===== config.mk =====
export PLATFORM = sky130hd
export DESIGN_NAME = ifetch_unit
export DESIGN_NICKNAME = d
export VERILOG_FILES = /design/src/rtl/ifetch_unit.sv
export SDC_FILE = /design/constraint.sdc
export NUM_CORES = 1
export LEC_CHECK = 0
export ABC_AREA = 1
export CORE_ASPECT_RATIO = 1.25
export CORE_UTILIZATION = 48
export CTS_BUF_LIST = sky130_fd_sc_hd__clkbuf_16
export DETAILED_ROUTE_END_ITERATION = 8
export GPL_ROUTABILITY_DRIVEN = 0
export PLACE_DENSITY = 0.81
export SYNTH_ARGS = -nofsm -noshare
export SYNTH_HDL_FRONTEND = slang
export SYNTH_SLANG_ARGS = --single-unit

===== constraint.sdc =====
create_clock -name clk -period 4.9 [get_ports clk]
set_input_delay 0.98 -clock clk [delete_from_list [all_inputs] [get_ports clk]]
set_output_delay 0.98 -clock clk [all_outputs]
set_load 0.02 [all_outputs]

===== src/rtl/ifetch_unit.sv =====
// Instruction fetch front-end: single-outstanding imem requests,
// small instruction buffer, decode handshake and redirect handling.
module ifetch_unit #(
    parameter int FIFO_DEPTH = 2,
    parameter int INSTR_W    = 32
) (
    input  logic               clk,
    input  logic               reset,
    input  logic [29:0]        pc,
    output logic [29:0]        pc_next,
    output logic               imem_req,
    output logic [29:0]        imem_addr,
    input  logic               imem_gnt,
    input  logic               imem_rvalid,
    input  logic [INSTR_W-1:0] imem_rdata,
    input  logic               redir_valid,
    input  logic [29:0]        redir_target,
    output logic               id_valid,
    output logic [INSTR_W-1:0] id_instr,
    output logic [29:0]        id_pc,
    input  logic               id_ready
);

    localparam int AW = $clog2(FIFO_DEPTH);
    localparam int CW = AW + 1;
    localparam logic [CW-1:0] DEPTH = CW'(FIFO_DEPTH);

    typedef enum logic [1:0] {
        IDLE,
        REQ,
        WAIT,
        DISCARD
    } state_t;

    state_t state, state_n;

    logic               outstanding, outstanding_n;
    logic [29:0]        req_pc;
    logic [INSTR_W-1:0] mem_instr [FIFO_DEPTH];
    logic [29:0]        mem_pc    [FIFO_DEPTH];
    logic [AW-1:0]      wptr, rptr;
    logic [CW-1:0]      count, count_n;
    logic [CW:0]        occ;
    logic               push, pop, gnt_req, out_keep;

    assign gnt_req   = (state == REQ) && imem_gnt;
    assign push      = (state == WAIT) && outstanding
                       && imem_rvalid && !redir_valid;
    assign id_valid  = (count != '0);
    assign pop       = id_valid && id_ready && !redir_valid;
    assign imem_req  = (state == REQ);
    assign imem_addr = pc;
    assign id_instr  = id_valid ? mem_instr[rptr] : '0;
    assign id_pc     = id_valid ? mem_pc[rptr] : '0;
    assign occ       = {1'b0, count} + {{CW{1'b0}}, outstanding};
    assign out_keep  = outstanding && !imem_rvalid;

    always_comb begin
        pc_next = pc;
        if (redir_valid)
            pc_next = redir_target;
        else if (gnt_req)
            pc_next = pc + 30'd1;
    end

    always_comb begin
        count_n = count;
        if (redir_valid)
            count_n = '0;
        else if (push && !pop)
            count_n = count + 1'b1;
        else if (pop && !push)
            count_n = count - 1'b1;
    end

    // A redirect keeps waiting only if a response is still owed to us.
    always_comb begin
        state_n       = state;
        outstanding_n = outstanding;
        if (redir_valid) begin
            outstanding_n = out_keep || gnt_req;
            state_n       = (out_keep || gnt_req) ? DISCARD : REQ;
        end else begin
            unique case (state)
                IDLE: begin
                    if (occ < {1'b0, DEPTH})
                        state_n = REQ;
                end
                REQ: begin
                    if (imem_gnt) begin
                        outstanding_n = 1'b1;
                        state_n       = WAIT;
                    end
                end
                WAIT: begin
                    if (outstanding && imem_rvalid) begin
                        outstanding_n = 1'b0;
                        state_n = (count_n < DEPTH) ? REQ : IDLE;
                    end
                end
                DISCARD: begin
                    if (outstanding && imem_rvalid) begin
                        outstanding_n = 1'b0;
                        state_n       = REQ;
                    end
                end
                default: state_n = IDLE;
            endcase
        end
    end

    always_ff @(negedge clk or negedge reset) begin
        if (!reset) begin
            state       <= IDLE;
            outstanding <= 1'b0;
            req_pc      <= '0;
            count       <= '0;
            wptr        <= '0;
            rptr        <= '0;
        end else begin
            state       <= state_n;
            outstanding <= outstanding_n;
            count       <= count_n;
            if (gnt_req)
                req_pc <= pc;
            if (redir_valid) begin
                wptr <= '0;
                rptr <= '0;
            end else begin
                if (push)
                    wptr <= wptr + 1'b1;
                if (pop)
                    rptr <= rptr + 1'b1;
            end
        end
    end

    always_ff @(negedge clk) begin
        if (push) begin
            mem_instr[wptr] <= imem_rdata;
            mem_pc[wptr]    <= req_pc;
        end
    end

endmodule


# Word-level counts from Yosys, hierarchy flattened
# Memories as Yosys holds them, arrays and structs flattened.
# Index checks and enable logic that the tools add are counted.
# totals
out_inout_bits	124
regBits	37
ram_bits	124
in_bits	98
wordCells	72
latchBits	0
memories	2
mem_bits_ro	0
# classes
n_div	0
n_mul	0
n_bitwise	0
muxes	25
order_cmp	2
shift	0
reduce_logical	23
n_eq_ne	8
n_addsub	6
# mem_list
name	depth	word_bits	read_ports	rd_ports_with_merged_regs	write_ports	line	text
mem_instr	2	32	1	0	1	39	logic [INSTR_W-1:0] mem_instr [FIFO_DEPTH];
mem_pc	2	30	1	0	1	40	logic [29:0] mem_pc [FIFO_DEPTH];
# ops
cell	count
2-to-1 mux 30 bit	3
2-to-1 mux 32 bit	1
adder 30 x 1 -> 30 bit (second input constant)	1
2-to-1 mux 2 bit	9
logical AND 1 bit	10
2-to-1 mux 1 bit	10
case mux 2 bit (4 select lines)	1
inequality test 3 x 1 -> 1 bit (second input constant)	2
inequality test 3 bit (second input constant)	2
nonzero test 2 bit	3
== test 2 bit (second input constant)	2
zero test 1 bit	4
AND reduction 4 bit	1
adder 2 x 1 -> 3 bit	1
< comparator 3 x 2 -> 1 bit (second input constant)	1
inequality test 3 x 2 -> 1 bit (second input constant)	1
AND reduction 3 bit	1
nonzero test 3 bit	1
adder 1 bit (second input constant)	2
adder 2 x 1 -> 2 bit (second input constant)	1
== test 2 x 1 -> 1 bit (second input constant)	1
zero test 2 bit	1
< comparator 2 bit (second input constant)	1
case mux 1 bit (2 select lines)	1
3 further kinds	3

# Depth between registers and ports, before layout
# logic_depth
word_depth	14
ltp_mapped	11
ltp_nobuf	11

==> results.sh <==
export IMPL_min_path_type="flip-flop to flip-flop"
export IMPL_design_area_um2=11900
export IMPL_r2r_start="count[0]$_DFFE_NN0P_"
export IMPL_netlist_area_um2=7500
export IMPL_maxCapViolCount=0
export IMPL_gr_total_overflow=0
export IMPL_antenna_left=0
export IMPL_start_util=0.495
export IMPL_port_buffers=221
export IMPL_ys_seq_area_frac=0.620
export IMPL_p_leak_uw=0.00543
export IMPL_num_vias=6878
export IMPL_num_rows=50
export IMPL_finalMaxSlewViolations=0
export IMPL_drc_errors=0
export IMPL_critPathLaunchType="flip-flop"
export IMPL_r2r_end="state[0]$_DFFE_NN0P_"
export IMPL_wl_per_cell_um=15.4
export IMPL_endpoint_kind="output pin"
export IMPL_regArea_um2=4650
export IMPL_crit_chain="nand3_4 > nor2_4 > buf_4 > buf_6 > nand2_4 > nor2_4 > xor2_1 > o21ai_1 > buf_4"
export IMPL_cts_root_buf="clkbuf_16"
export IMPL_clk_path_buf_depth=2
export IMPL_worstSetupPathType="flip-flop to output pin"
export IMPL_fp_dieW_um=114
export IMPL_placed_area_um2=10000
export IMPL_clkTransAtPathRegs_ps=50
export IMPL_cts_buffers_inserted=17
export IMPL_routed_via_density=4.99
export IMPL_violations="negative setup slack"
export IMPL_antenna_cells=0
export IMPL_final_cells=1378
export IMPL_mostFrequentLayoutCells="167 x inv_1, 154 x nand2_1, 136 x nor2_1, 126 x clkdlybuf4s50_1, 124 x edfxtp_1"
export IMPL_cpPeakStageDelay_ps=470
export IMPL_finalSetupViolCount=93
export IMPL_crit_required_ps=3920
export IMPL_relSlewSlack=0.678
export IMPL_worstHoldStart="count[0]$_DFFE_NN0P_"
export IMPL_cts_tree="built"
export IMPL_critPathMaxFanout=5
export IMPL_syn2layout_area_growth_pct=58.3
export IMPL_crit_buf_inv=3
export IMPL_cp_arrival_ps=4410
export IMPL_multi_input_area_um2=2700
export IMPL_drtIter0Drc=313
export IMPL_rsz0062_at_grt="yes"
export IMPL_fill_cells=928
export IMPL_grt_max_degree=38
export IMPL_synth_area_per_cell_um2=9.57
export IMPL_clk_latency_ps=470
export IMPL_synth_distinct_cells=31
export IMPL_dp_slack_ps=-445
export IMPL_fin_skew_ps=83.4
export IMPL_die_area_um2=16100
export IMPL_hold_viol=0
export IMPL_post_route_util=0.784
export IMPL_hold_end="count[0]$_DFFE_NN0P_"
export IMPL_syn_nets=884
export IMPL_rrSetupSlack_ps=2970
export IMPL_ctsHoldBuffers=0
export IMPL_post_route_cells_drive_above_1_share=0.263
export IMPL_hold_depth=1
export IMPL_grt_pass1_vias=6954
export IMPL_ir_worst_vdd_mv=0.303
export IMPL_dieHeight_um=142
export IMPL_cpLargestDelayFamily="flip-flops"
export IMPL_clock_sinks=161
export IMPL_htree_num_levels=4
export IMPL_boundaryPins=222
export IMPL_wl_um=21200
export IMPL_antenna_found_initial=0
export IMPL_dpl_hpwl_um=12800
export IMPL_first_pass_iters=4
export IMPL_rr_worst_depth=12
export IMPL_worst_slew_pin_slew_ps=483
export IMPL_p_per_area_nw_per_um2=398
export IMPL_status="finished, violations left"
export IMPL_finalWorstSetupSlack_ps=-491
export IMPL_grt_pass1_wl_um=31900
export IMPL_grtUsageTotal=0.257
export IMPL_ys_ff_latch=161
export IMPL_cp_slowest_cell="dfrtn_1"
export IMPL_coreArea_um2=15100
export IMPL_placedCellCount=1186
export IMPL_syn_inst=784
export IMPL_fin_nets=1257
export IMPL_yosysWarnings=0
export IMPL_final_common_cell="inv_1"
## sequential cells by signal, summed over array words and instances (netlist names)
name	count
mem_instr	64
mem_pc	60
req_pc	30
count	2
state	2
outstanding	1
rptr	1
wptr	1
## through the flow
step	hold WS, ps	power, µW	setup TNS (ps)
2_1_floorplan	376	2470	-25410
3_3_place_gp	399	2900	-41230
3_5_place_dp	412	2940	-43870
4_1_cts	425	4600	-22930
5_1_grt	471	4990	-34740
6_report	438	4720	-26890
## power by group
part	leakage [µW]	internal, µW	switching [µW]	total (µW)
clock network	0.000947	851	825	1680
logic	0.00290	559	643	1200
registers	0.00158	1720	128	1840
## worst max path at each step
| stage | start | end | depth (start not counted) |
|---|---|---|---|
| final | state[0]$_DFFE_NN0P_ | pc_next[10] | 9 |
| after global routing | state[0]$_DFFE_NN0P_ | pc_next[24] | 9 |
| after CTS | state[0]$_DFFE_NN0P_ | pc_next[28] | 9 |
| after detailed placement | state[0]$_DFFE_NN0P_ | pc_next[28] | 9 |
| after global placement | state[0]$_DFFE_NN0P_ | pc_next[29] | 10 |
| after floorplan | redir_valid | mem_instr[0][0]$_DFFE_NP_ | 5 |
## Yosys cell counts
cell type,n,area share
a211oi_1,1,0.0010
a21oi_1,4,0.0027
a22o_1,1,0.0012
a31oi_1,2,0.0017
buf_1,1,0.00050
buf_2,8,0.0053
buf_4,30,0.030
clkbuf_1,25,0.013
clkinv_1,2,0.0010
clkinv_2,1,0.00067
dfrtn_1,37,0.12
edfxtp_1,124,0.50
ha_1,2,0.0033
inv_1,48,0.024
inv_2,2,0.0010
nand2_1,169,0.085
nand2_2,2,0.0017
nand3_1,31,0.021
nand3_2,1,0.0013
nand3_4,2,0.0047
nand4_1,9,0.0075
nor2_1,148,0.074
nor2_2,3,0.0025
nor2_4,6,0.0090
nor3_1,7,0.0047
o21ai_0,98,0.065
o21ai_1,7,0.0047
o22ai_1,1,0.00083
o31ai_1,1,0.0010
or2_2,1,0.00083
xor2_1,10,0.012
## metal layers
layer / track usage / share of wire / wire (µm)
met5: 0 / 0 / 0
met4: 0.122 / 0.026 / 546
met1: 0.278 / 0.39 / 8280
met3: 0.0756 / 0.055 / 1160
met2: 0.458 / 0.53 / 11200
## cell type report
cell class | count | share of cell area
Clock buffer | 19 | 0.0400
Tap cell | 208 | 0.0219
Sequential cell | 161 | 0.392
Multi-Input combinational cell | 506 | 0.228
Timing Repair Buffer | 295 | 0.254
Clock inverter | 137 | 0.0471
Inverter | 52 | 0.0183
## cell families after synthesis
kind of cell | count (synthesis) | share of synthesized area
AOI/OAI and AO/OA | 115 | 0.0784
and+or+nand+nor | 379 | 0.212
buffers and inverters | 117 | 0.0751
adders and majority gates | 2 | 0.00334
xor gates and xnor gates | 10 | 0.0117
DFF | 161 | 0.620
## repair_timing
item / 4_1_cts / 5_1_grt
gates resized for setup: 608 / 91
endpoints found under the setup margin: 94 / 94
setup buffers: 15 / 15
pin swaps: 46 / 70
cloned: 6 / 4
Power figures use the tool's default switching activity.
